**src/rtl/formula_driver.sv**
```systemverilog
// formula_driver: operand source and in-order result checker for the formula pipeline.
// Optional feature: define FORMULA_DRV_STALL_EN to drop res_ready one cycle in four.
module formula_driver #(
   parameter int WIDTH   = 8,
   parameter int NUM_OPS = 16,
   parameter int DEPTH   = 4,
   parameter int TIMEOUT = 255,
   localparam int RW     = 2*WIDTH+3
) (
   input  logic                    clk,
   input  logic                    rst,
   input  logic                    start,
   input  logic [WIDTH-1:0]        seed,
   output logic signed [WIDTH-1:0] a,
   output logic signed [WIDTH-1:0] b,
   output logic signed [WIDTH-1:0] c,
   output logic signed [WIDTH-1:0] d,
   output logic                    op_valid,
   input  logic                    op_ready,
   input  logic signed [RW-1:0]    res,
   input  logic                    res_valid,
   output logic                    res_ready,
   output logic                    busy,
   output logic                    done,
   output logic                    timeout,
   output logic [7:0]              err_cnt,
   output logic [15:0]             recv_cnt
);

   localparam int AW  = $clog2(DEPTH);
   localparam int CW  = AW + 1;
   localparam int WDW = $clog2(TIMEOUT + 1);
   localparam logic [15:0]        NUM_OPS_C = 16'(NUM_OPS);
   localparam logic signed [RW-1:0] ONE     = RW'(1);

   typedef enum logic [1:0] {S_IDLE, S_RUN, S_DONE} state_t;

   state_t                state, state_next;
   logic                  run, run_start, op_hs, res_hs, push, pop;
   logic                  fifo_empty, mismatch, wd_expire, last_res;
   logic [WIDTH-1:0]      k;
   logic [15:0]           sent;
   logic signed [RW-1:0]  fifo_mem [DEPTH];
   logic [AW-1:0]         wr_ptr, rd_ptr;
   logic [CW-1:0]         fifo_count;
   logic [WDW-1:0]        wd_cnt;
   logic signed [RW-1:0]  ea, eb, ec, ed, diff, mult, sum, exp_val;

   // Operands are zero outside RUN so the port values match the reset state.
   assign run  = (state == S_RUN);
   assign busy = run;
   assign done = (state == S_DONE);
   assign a    = run ? k : '0;
   assign b    = run ? ~k : '0;
   assign c    = run ? k + WIDTH'(1) : '0;
   assign d    = run ? k - WIDTH'(1) : '0;

   assign op_valid   = run && (sent < NUM_OPS_C) && (fifo_count < CW'(DEPTH));
   assign op_hs      = op_valid && op_ready;
   assign res_hs     = res_valid && res_ready;
   assign fifo_empty = (fifo_count == '0);
   assign push       = op_hs;
   assign pop        = res_hs && !fifo_empty;
   assign mismatch   = res_hs && (fifo_empty || (res != fifo_mem[rd_ptr]));
   assign wd_expire  = run && !fifo_empty && !res_hs && (wd_cnt == WDW'(TIMEOUT - 1));
   assign last_res   = res_hs && (recv_cnt == NUM_OPS_C - 16'd1);

`ifdef FORMULA_DRV_STALL_EN
   logic [1:0] stall_cnt;

   always_ff @(posedge clk) begin
      if (rst) stall_cnt <= 2'd0;
      else     stall_cnt <= stall_cnt + 2'd1;
   end

   assign res_ready = run && (stall_cnt != 2'd3);
`else
   assign res_ready = run;
`endif

   // Every term is widened with sign before arithmetic; shift is arithmetic.
   always_comb begin
      ea      = RW'(a);
      eb      = RW'(b);
      ec      = RW'(c);
      ed      = RW'(d);
      diff    = ea - eb;
      mult    = (ec <<< 1) + ec + ONE;
      sum     = diff * mult + (ed <<< 2);
      exp_val = sum >>> 1;
   end

   always_ff @(posedge clk) begin
      if (rst) state <= S_IDLE;
      else     state <= state_next;
   end

   always_comb begin
      state_next = state;
      run_start  = 1'b0;
      case (state)
         S_IDLE, S_DONE: begin
            if (start) begin
               state_next = S_RUN;
               run_start  = 1'b1;
            end
         end
         S_RUN: begin
            if (last_res || wd_expire) state_next = S_DONE;
         end
         default: state_next = S_IDLE;
      endcase
   end

   always_ff @(posedge clk) begin
      if (push) fifo_mem[wr_ptr] <= exp_val;
   end

   // Counters and FIFO pointers; entering RUN flushes anything left from a prior run.
   always_ff @(posedge clk) begin
      if (rst || run_start) begin
         k          <= rst ? '0 : seed;
         sent       <= '0;
         recv_cnt   <= '0;
         err_cnt    <= '0;
         timeout    <= 1'b0;
         wr_ptr     <= '0;
         rd_ptr     <= '0;
         fifo_count <= '0;
         wd_cnt     <= '0;
      end else if (run) begin
         if (push) begin
            wr_ptr <= wr_ptr + AW'(1);
            k      <= k + WIDTH'(1);
            sent   <= sent + 16'd1;
         end
         if (pop) rd_ptr <= rd_ptr + AW'(1);
         if (push && !pop)      fifo_count <= fifo_count + CW'(1);
         else if (pop && !push) fifo_count <= fifo_count - CW'(1);
         if (res_hs) begin
            recv_cnt <= recv_cnt + 16'd1;
            wd_cnt   <= '0;
         end else if (!fifo_empty) begin
            wd_cnt <= wd_cnt + WDW'(1);
         end
         if (mismatch && (err_cnt != 8'hFF)) err_cnt <= err_cnt + 8'd1;
         if (wd_expire) timeout <= 1'b1;
      end
   end

endmodule

```
**config.mk**
```make
export PLATFORM = sky130hd
export DESIGN_NAME = formula_driver
export DESIGN_NICKNAME = d
export VERILOG_FILES = /design/src/rtl/formula_driver.sv
export SDC_FILE = /design/constraint.sdc
export NUM_CORES = 1
export LEC_CHECK = 0
export ABC_AREA = 1
export CORE_MARGIN = 10
export CORE_UTILIZATION = 49
export DETAILED_ROUTE_END_ITERATION = 8
export HOLD_SLACK_MARGIN = 0.08
export PLACE_DENSITY_LB_ADDON = 0.3
export SLEW_MARGIN = 40
export SYNTH_ARGS = -nofsm -noshare
export SYNTH_HDL_FRONTEND = slang
export SYNTH_SLANG_ARGS = --single-unit
```
**constraint.sdc**
```tcl
create_clock -name clk -period 8.8 [get_ports clk]
set_input_delay 2.2 -clock clk [delete_from_list [all_inputs] [get_ports clk]]
set_output_delay 2.2 -clock clk [all_outputs]
set_load 0.005 [all_outputs]
```
Yosys cells after proc, flatten, opt, wreduce, memory -nomap -nowiden --
Memories as Yosys holds them, arrays and structs flattened. A register that Yosys moved wholly into a read port is not among the register bits. Index checks and enable logic that the tools add are counted.
Storage, ports and cells: flip-flop bits (word level) 66, memory bits (writable) 76, logic and storage cells 94, memories 1
Memory list:
- fifo_mem | words 4, bits a word 19, read ports 1, clocked after memory_dff 1, wr ports 1, line 43 | logic signed [RW-1:0] fifo_mem [DEPTH];
Operators by class: $add $sub $neg 14, multiply operators 1, $lt $le $gt $ge 2, equal/unequal tests 9, multiplexer cells 21, bitwise operators 1, reductions and logical operators 35
Operator list (count):
- two-way mux 8 bit | 10
- adder 16 x 1 -> 16 bit (second input constant) | 2
- adder 8 x 1 -> 8 bit (second input constant) | 3
- adder 19 x 10 -> 19 bit | 1
- multiplier 9 x 11 -> 19 bit | 1
- inequality test 19 bit | 1
- AND reduction 2 bit | 9
- equality test 16 x 4 -> 1 bit (second input constant) | 1
- < comparator 16 x 5 -> 1 bit (second input constant) | 1
- logical AND 1 bit | 13
- adder 10 x 2 -> 11 bit (second input constant) | 1
- adder 9 x 8 -> 10 bit | 1
- subtractor 8 x 8 -> 9 bit | 1
- equality test 8 bit (second input constant) | 1
- two-way mux 2 bit | 4
- inequality test 8 bit (second input constant) | 1
- inverter 8 bit | 1
- subtractor 8 x 1 -> 8 bit (second input constant) | 1
- two-way mux 3 bit | 2
- nonzero test 2 bit | 3
- adder 2 x 1 -> 2 bit (second input constant) | 2
- zero test 1 bit | 4
- two-way mux 1 bit | 4
- inequality test 2 bit (second input constant) | 2
- 11 further kinds | 13

Logic depth before layout (Yosys ltp) --
Gate-level depths: netlist (run 1).
depth after elaboration 8, depth in mapped cells 34

Least setup slack after synthesis (run 1) --
No wires, ideal clock.
path kind register to register, start reg k[1], end mem fifo_mem[0][12] in the netlist's numbering (data pin), data arrival time 5830 ps, data required time 8528 ps, slack 2698 ps, cell stages (with the launch flop) 34, buffers on the path 1, cells stage by stage edfxtp_1 -> buf_6 -> inv_1 -> ha_1 -> inv_2 -> nor2_4 -> inv_1 -> nand3_1 -> nand2_1 -> nand3_1 -> nand2_1 -> nand2_1 -> nand2_2 -> inv_1 -> nand2_1 -> fa_1 -> inv_1 -> fa_1 -> inv_1 -> fa_1 -> inv_1 -> fa_1 -> inv_1 -> fa_1 -> inv_1 -> ha_1 -> nand2_1 -> inv_1 -> a21oi_1 -> o21ai_0 -> nand2_1 -> nand2_1 -> a21oi_1 -> xnor2_1
Between the ends: longest elaborated chain between the ends 6
Ends and longest elaborated chain:
- start: declaration | line 41 | logic [WIDTH-1:0] k;
- start signal: assignment | line 122 | k <= rst ? '0 : seed;
- start signal: assignment | line 134 | k <= k + WIDTH'(1);
- adder 8 x 1 -> 8 bit | line 55 | assign c = run ? k + WIDTH'(1) : '0;
- two-way mux 8 bit | line 55
- net c[1] | line 16 | output logic signed [WIDTH-1:0] c,
- adder 9 x 8 -> 10 bit | line 88 | mult = (ec <<< 1) + ec + ONE;
- adder 10 x 2 -> 11 bit | line 88
- multiplier 9 x 11 -> 19 bit | line 89 | sum = diff * mult + (ed <<< 2);
- adder 19 x 10 -> 19 bit | line 89
- net sum[13] | line 47 | logic signed [RW-1:0] ea, eb, ec, ed, diff, mult, sum, exp_val;
- end: declaration | line 43
The timed path passes the listed nets, and every way through them passes these cells.

Worst setup path after layout (run 1) --
start reg k[1], end mem fifo_mem[1][13] in the netlist's numbering (data pin)
Between the ends: longest elaborated chain between the ends 6
Ends and longest elaborated chain (line):
- adder 8 x 1 -> 8 bit | 55
- two-way mux 8 bit | 55
- adder 9 x 8 -> 10 bit | 88
- adder 10 x 2 -> 11 bit | 88
- multiplier 9 x 11 -> 19 bit | 89
- adder 19 x 10 -> 19 bit (*) | 89
- net sum[14] | 47
Mark *: on every way through the listed nets, which the timed path passes. The rest lies on a longest branch.

==> results_dict.tcl, run 1 <==
set metrics [dict create \
    grt_pass1_wl_um 43500 \
    core_um2 21800 \
    cts.sinks 140 \
    finalNonFillerCells 1652 \
    syn_area_um2 10900 \
    finalHoldViolations 0 \
    grt_use_total_pct 18.9 \
    p_int_mw 1.79 \
    critPathBufInv 9 \
    maxSlewHeadroom_pct 50.1 \
    netSwitchingPower_mw 1.18 \
    critPathSlowestCell "edfxtp_1" \
    holdPathStages 2 \
    diodes 0 \
    fmax_ghz 0.136 \
    htreeDepth 4 \
    fillerInstances 1933 \
    worstPathMaxFanout 11 \
    final.min_clock_period_ns 7.35 \
    ys_ff_latch 140 \
    synth_area_per_cell_um2 8.57 \
    comb_power_share_pct 43.9 \
    setup_viol 0 \
    vias 8570 \
    grt_max_degree 38 \
    reg2reg_slack_ns 1.45 \
    antenna_found_initial 0 \
    holdWs_ns 0.439 \
    leakage_nw 5.52 \
    ctsHoldBuffers 0 \
    rsz0062_at_grt "no" \
    r2r_start "k[1]" \
    vias_per_cell 5.19 \
    cts_tree "yes" \
    rows 54 \
    total_power_mw 2.97 \
    gp_congestion 1.01 \
    cts-resized-gates 0 \
    die_x_um 169 \
    post-synth-top-count-cell "nand2_1" \
    power_frac_seq_pct 30.7 \
    critPathLaunchType "register" \
    dr.pass1.iters 6 \
    seqCellArea_um2 3600 \
    yosysTopAreaCell "edfxtp_1" \
    worstSetupPathType "register to register" \
    grt_pass1_vias 8533 \
    worstSkewPairLatency_ns 0.43 \
    multiInputGateArea_um2 6130 \
    synth_top_area_share_pct 22.1 \
    clkPwrFrac_pct 25.3 \
    yosysWarnings 0 \
    swShare_pct 39.8 \
    die_h_um 169 \
    dp_cells 1620 \
    synth_edf_count 80 \
    synth_commonest_cells "nand2_1 (242), inv_1 (222), nor2_1 (128), fa_1 (92), nand3_1 (83)" \
    hp-start "sent[10]" \
    cp.arrival_ns 7.50 \
    ys_types 50 \
    clockRootBuffer "clkbuf_16" \
    critical_path.top_delay_family "adder cells" \
    clock_skew_ns 0.0169 \
    reg2regPathDepth 30 \
    io_buffers 92 \
    yosysSeqAreaShare_pct 33.2 \
    r2r-end "fifo_mem[1][13]" \
    status "finished, final reports clean" \
    drv_cap 0 \
    synth_area_leaders "edfxtp_1 (22%), fa_1 (17%), dfxtp_1 (11%)" \
    setup_tns_ns 0 \
    layout.nets 1540 \
    boundaryPins 93 \
    ir_worst_vdd_mv 0.146 \
    clk_pin_slew_worst_paths_ns 0.06 \
    dp_hpwl_um 20900 \
    ys.flop_type "edfxtp_1" \
    initial_utilization_pct 49.7 \
    fin_util_pct 57.7 \
    drive_gt1_share_pct 8.60 \
    die_area_um2 28500 \
    cts_buffer_depth 2 \
    cp_common_cell "inv_1" \
    synth_fp_nets 1448 \
    wire_per_inst_um 16.2 \
    drc 0 \
    detail-route-antenna-nets 0 \
    synth_cells 1267 \
    syn_to_final_growth_pct 16.1 \
    critPathMaxStageDelay_ns 0.64 \
    cts_made_buffers 17 \
    slew_viol_final 0 \
    async_reset_ff_share_pct 0 \
    period_share_pct 83.6 \
    drt_iter0_drc 630 \
    holdPathEnd "sent[10]" \
    grt_overflow 0 \
    routed_wl_um 26800 \
    required_ns 8.95 \
    power_density_nw_per_um2 236 \
    worst_pin_slew_ns 0.746 \
    cts_setup_buffers 0 \
    end_kind "register" \
    hold_path.class "register to register" \
]
[worst reg2reg max path: cells and delay by family (launching register included)]
family | cells | cell delay (ns)
AO/OA/AOI/OAI | 3 | 0.59
flip-flops | 1 | 0.64
buffers and inverters | 9 | 0.83
adder cells (fa/ha/maj) | 7 | 3.47
AND/OR/NAND/NOR | 10 | 1.14
XOR/XNOR | 1 | 0.42
[sequential cells by signal (all words and copies together) (netlist names), named ones only]
signal,count
wd_cnt,8
fifo_mem,72
sent,16
recv_cnt,16
k,8
timeout,1
state,2
err_cnt,8
rd_ptr,2
fifo_count,3
wr_ptr,2
[power by group through the flow]
stage | combinational (mW) | clock, mW | sequential, mW
2_1_floorplan | 0.938 | 0 | 0.910
3_3_place_gp | 1.27 | 0 | 0.926
3_5_place_dp | 1.30 | 0 | 0.928
4_1_cts | 1.31 | 0.764 | 0.914
5_1_grt | 1.49 | 0.790 | 0.918
6_report | 1.31 | 0.753 | 0.914
[kinds of logic (layout without fill, tap and decap cells)]
logic type | after synthesis | after routing | share of synthesized area [%]
XOR/XNOR | 33 | 33 | 2.84
adder cells (fa/ha/maj) | 149 | 149 | 23.5
flip-flops | 140 | 140 | 33.2
buffers and inverters | 265 | 370 | 10.4
AND/OR/NAND/NOR | 551 | 551 | 23.5
AO/OA/AOI/OAI | 129 | 129 | 6.59
[worst max-delay path by stage]
stage               slack [ns]         endpoint  depth (start not counted)  from
floorplan                 2.70  fifo_mem[0][12]                         33  k[1]
global placement          1.73  fifo_mem[2][13]                         30  k[1]
detailed placement        1.58  fifo_mem[2][13]                         30  k[1]
CTS                       1.54  fifo_mem[1][13]                         30  k[1]
global route              1.06  fifo_mem[1][13]                         30  k[1]
finish                    1.45  fifo_mem[1][13]                         30  k[1]
[cell type report]
class,count,area share (%)
clock buffers,21,4.08
clock inverters,11,0.903
inverters,238,7.19
multi-input cells,862,48.7
flip-flops and latches,140,28.6
well taps,280,2.78
repair buffers,100,7.78
[routing by layer]
layer / share of wire, % / GRT usage, % / vias up
li1: - / - / 4207
met1: 43 / 24.0 / 4030
met2: 47 / 30.9 / 285
met3: 7.7 / 5.23 / 48
met4: 2.2 / 5.60 / 0
met5: 0 / 0 / -
[cells in the final DEF, fill, tap and decap left out, types with 3 or more instances in the layout]
| cell type | n |
|---|---|
| nand2_1 | 242 |
| inv_1 | 222 |
| nor2_1 | 127 |
| fa_1 | 92 |
| clkdlybuf4s50_1 | 92 |
| nand3_1 | 83 |
| edfxtp_1 | 80 |
| a21oi_1 | 61 |
| dfxtp_1 | 60 |
| ha_1 | 57 |
| o21ai_0 | 41 |
| xor2_1 | 20 |
| clkbuf_16 | 20 |
| nand2_2 | 17 |
| nor2_2 | 14 |
| nand3_2 | 13 |
| nand4_1 | 12 |
| nor3_1 | 12 |
| xnor2_1 | 12 |
| nand3b_1 | 10 |
| inv_2 | 9 |
| buf_4 | 8 |
| nand2_4 | 5 |
| o21ai_1 | 5 |
| nor4_1 | 5 |
| nor2_4 | 4 |
| clkinv_1 | 4 |
| inv_6 | 4 |
| o21ai_2 | 3 |
| a21o_1 | 3 |
| inv_4 | 3 |
| a31oi_1 | 3 |
| clkinv_4 | 3 |
[stage by stage]
step | instance area, µm² | worst slack, ns
2_1_floorplan | 10900 | 2.70
3_3_place_gp | 12000 | 1.73
3_5_place_dp | 12000 | 1.58
4_1_cts | 12600 | 1.54
5_1_grt | 12600 | 1.06
6_report | 12600 | 1.45
(Power assumes the default switching activity.)
==> inputs of run 2 (changes only) <==
- clock period: 8.8 -> 6.7 ns (I/O delays scaled with it)
==> results_dict.tcl, run 2 (synthesis gave the netlist of run 1 again) <==
set metrics [dict create \
    grt_use_total_pct 18.8 \
    power_density_nw_per_um2 311 \
    fmax_ghz 0.158 \
    critPathLaunchType "register" \
    htreeDepth 4 \
    antenna_found_initial 0 \
    final.min_clock_period_ns 6.35 \
    status "finished, final reports clean" \
    grt_pass1_vias 8652 \
    worst_pin_slew_ns 0.605 \
    worstSetupPathType "register to register" \
    worstPathMaxFanout 6 \
    end_kind "register" \
    pre_cts_slack_ns 0.121 \
    cts_buffer_depth 2 \
    final.setup.worst_slack_ns 0.353 \
    vias_per_cell 5.14 \
    ir_worst_vdd_mv 0.195 \
    detail-route-antenna-nets 0 \
    finalHoldViolations 0 \
    drive_gt1_share_pct 10.7 \
    syn_to_final_growth_pct 17.6 \
    wire_per_inst_um 16.0 \
    clockRootBuffer "clkbuf_16" \
    drv_cap 0 \
    period_share_pct 94.7 \
    die_x_um 169 \
    cp.arrival_ns 6.54 \
    grt_overflow 0 \
    io_buffers 92 \
    cp_common_cell "nand2_1" \
    regMostFlops "fifo_mem" \
    layout.nets 1556 \
    ctsHoldBuffers 0 \
    required_ns 6.90 \
    routed_wl_um 26700 \
    dr.pass1.iters 5 \
    initial_utilization_pct 49.7 \
    largest_reg_flops 72 \
    cts_tree "yes" \
    core_um2 21800 \
    hold_path.class "register to register" \
    dp_hpwl_um 20700 \
    total_power_mw 3.97 \
    critPathMaxStageDelay_ns 0.54 \
    drt_iter0_drc 711 \
    drc 0 \
    largestRegisters "fifo_mem: 72 flops, recv_cnt: 16 flops, sent: 16 flops" \
    vias 8582 \
    setup_viol 0 \
    critical_path.top_delay_family "adder cells" \
    worstSkewPairLatency_ns 0.43 \
    slew_viol_final 0 \
    layout_common_cells "nand2_1 (240), inv_1 (222), nor2_1 (128)" \
    rows 54 \
    die_h_um 169 \
    leakage_nw 5.60 \
    boundaryPins 93 \
    final_common_cell "nand2_1" \
    cts_made_buffers 17 \
    gp_congestion 0.974 \
    cts.sinks 140 \
    die_area_um2 28500 \
    maxSlewHeadroom_pct 59.6 \
    clk_pin_slew_worst_paths_ns 0.06 \
    critPathSlowestCell "fa_1" \
    critPathBufInv 5 \
    clock_skew_ns 0.0229 \
    grt_max_degree 38 \
    grt_pass1_wl_um 43400 \
]
run 2: cell count changes in the layout (fill, tap and decap cells not counted), moves of 3 or more:
cell	change
o21ai_1	+3
ha_1	-3
a21oi_1	-4
o21ai_0	-3
xor2_1	-3
xor2_2	+3
ha_2	+3
buf_4	+16
a21oi_2	+4
run 2: repair_timing:
item / 4_1_cts / 5_1_grt
setup endpoints to repair: 0 / 36
resized for setup: 0 / 20
buffers inserted: 0 / 3
run 2: final cells by class:
| type | count | area (µm²) |
|---|---|---|
| diodes | 1 | 2.50 |
| repair buffers | 116 | 1100 |
| flip-flops and latches | 140 | 3600 |
| multi-input cells | 862 | 6210 |
| clock buffers | 19 | 464 |
| clock inverters | 13 | 128 |
| inverters | 238 | 906 |
| well taps | 280 | 350 |
| fillers | 1962 | 9050 |
run 2: stage by stage:
stage	instance area, µm²	util (%)	setup TNS [ns]	hold slack [ns]	std cells
floorplan	10900	-	0	0.416	1267
global placement	12100	55.3	0	0.423	1633
detailed placement	12100	55.3	0	0.436	1633
CTS	12700	58.0	0	0.446	1665
global route	12800	58.5	-0.509	0.470	1668
finish	12800	58.5	0	0.443	1669
run 2: layer usage:
layer,GRT usage [%],up-vias,routed length [µm]
met5,0,-,0
li1,-,4246,-
met3,4.72,36,1750
met2,31.7,254,12800
met4,5.75,0,608
met1,23.3,4046,11500
run 2: worst reg2reg max path: cells and delay by family, from the launching register on:
family                     cells  cell delay [ns]
AOI/OAI and AO/OA              1             0.21
xor gates and xnor gates       2             0.56
adders and majority gates      7             3.19
buffers and inverters          5             0.40
DFF                            1             0.44
and+or+nand+nor               13             1.30
run 2: path summary, 6_finish.rpt:
kind	from	end	slack, ns	cells past startpoint
worst max-delay path	k[0]	fifo_mem[1][11]	0.35	28
worst min-delay path	sent[15]	sent[15]	0.44	2
worst max register to register	k[0]	fifo_mem[1][11]	0.35	28
worst min register to register	sent[15]	sent[15]	0.44	2
run 2: report_power, final:
part	internal (mW)	switching [mW]	leakage, nW
clock network	0.552	0.394	0.299
registers	1.16	0.0259	1.23
logic	0.645	1.19	4.07
total	2.36	1.61	5.60
==> inputs of run 3 (changes only) <==
- clock period: 6.7 -> 7.5 ns (I/O delays scaled with it)
==> results_dict.tcl, run 3 (synthesis gave the netlist of run 1 again) <==
set metrics [dict create \
    end_kind "register" \
    cts-resized-gates 0 \
    finalHoldViolations 0 \
    cts_setup_buffers 0 \
    cts_made_buffers 17 \
    routed_wl_um 26300 \
    cts.sinks 140 \
    critical_path.top_delay_family "adder cells" \
    drc 0 \
    vias 8555 \
    largestRegisters "fifo_mem: 72 flops, recv_cnt: 16 flops, sent: 16 flops" \
    wire_per_inst_um 15.9 \
    gp_congestion 0.999 \
    worstSetupPathType "register to register" \
    leakage_nw 5.49 \
    drive_gt1_share_pct 8.86 \
    critPathBufInv 5 \
    cp_common_cell "nand2_1" \
    dp_hpwl_um 20800 \
    clk_pin_slew_worst_paths_ns 0.06 \
    cts_buffer_depth 2 \
    maxSlewHeadroom_pct 49.9 \
    status "finished, final reports clean" \
    rsz0062_at_grt "no" \
    final_common_cell "nand2_1" \
    drv_cap 0 \
    syn_to_final_growth_pct 15.7 \
    clockRootBuffer "clkbuf_16" \
    diodes 0 \
    grt_pass1_vias 8590 \
    rows 54 \
    die_x_um 169 \
    grt_pass1_wl_um 43400 \
    boundaryPins 93 \
    layout_common_cells "nand2_1 (242), inv_1 (222), nor2_1 (128)" \
    period_share_pct 94.2 \
    power_density_nw_per_um2 269 \
    critPathLaunchType "register" \
    initial_utilization_pct 49.7 \
    required_ns 7.67 \
    detail-route-antenna-nets 0 \
    worstSkewPairLatency_ns 0.42 \
    worst_pin_slew_ns 0.749 \
    core_um2 21800 \
    ctsHoldBuffers 0 \
    setup_viol 0 \
    worstPathMaxFanout 11 \
    layout.nets 1545 \
    antenna_found_initial 0 \
    fmax_ghz 0.142 \
    final.min_clock_period_ns 7.06 \
    slew_viol_final 0 \
    grt_overflow 0 \
    cts_tree "yes" \
    hold_path.class "register to register" \
    drt_iter0_drc 488 \
    fillerInstances 1935 \
    die_area_um2 28500 \
    setup_tns_ns 0 \
    die_h_um 169 \
    cp.arrival_ns 7.23 \
    fin_util_pct 57.6 \
    critPathSlowestCell "edfxtp_1" \
    grt_use_total_pct 18.9 \
    htreeDepth 4 \
    ir_worst_vdd_mv 0.166 \
    io_buffers 92 \
    grt_max_degree 38 \
    clock_skew_ns 0.0119 \
    largest_reg_flops 72 \
    vias_per_cell 5.16 \
    dr.pass1.iters 5 \
    critPathMaxStageDelay_ns 0.62 \
    regMostFlops "fifo_mem" \
]
[run 3: cell count changes in the layout (fill, tap and decap cells not counted), sizes merged]
cell and change:
clkinvlp +3, bufinv -1, inv -3, clkinv +1
diode -1, buf -11
[run 3: report_power, final]
part / total, mW / internal (mW) / switching, mW
clock network: 0.776 / 0.439 / 0.338
registers: 1.07 / 1.04 / 0.0242
logic: 1.53 / 0.532 / 1.00
total: 3.38 / 2.01 / 1.36
[run 3: final timing paths]
| path | start | depth (start not counted) | slack, ns | to |
|---|---|---|---|---|
| setup / recovery | k[1] | 28 | 0.44 | fifo_mem[2][13] |
| hold / removal | sent[10] | 2 | 0.44 | sent[10] |
| setup reg to reg | k[1] | 28 | 0.44 | fifo_mem[2][13] |
| hold reg to reg | sent[10] | 2 | 0.44 | sent[10] |
[run 3: worst min-delay path, delay by kind of cell (launching register included)]
family        cells  cell delay [ns]
flops             1             0.30
buf+inv           1             0.06
simple gates      1             0.04
[run 3: cell type report]
type                            count  area, µm²  share of cell area, %
Clock inverter                     13        109                  0.867
Inverter                          238        906                   7.21
Timing Repair Buffer              105       1020                   8.11
Clock buffer                       19        443                   3.53
Multi-Input combinational cell    862       6130                   48.8
Tap cell                          280        350                   2.79
Sequential cell                   140       3600                   28.7
[run 3: layer usage]
layer / part of all wire (%) / vias to the layer above / global-route usage [%]
met3: 8.1 / 34 / 5.53
met4: 2.3 / 0 / 6.59
li1: - / 4219 / -
met5: 0 / - / 0
met1: 42 / 4034 / 23.2
met2: 48 / 268 / 30.9
[run 3: metrics by stage]
stage / power (mW) / cells / instance area, µm² / worst slack, ns / hold WS, ns
floorplan: 2.17 / 1267 / 10900 / 1.40 / 0.416
global placement: 2.57 / 1625 / 12000 / 0.705 / 0.424
detailed placement: 2.62 / 1625 / 12000 / 0.548 / 0.432
CTS: 3.40 / 1657 / 12600 / 0.515 / 0.440
global route: 3.65 / 1657 / 12600 / 0.0509 / 0.466
finish: 3.38 / 1657 / 12600 / 0.438 / 0.438
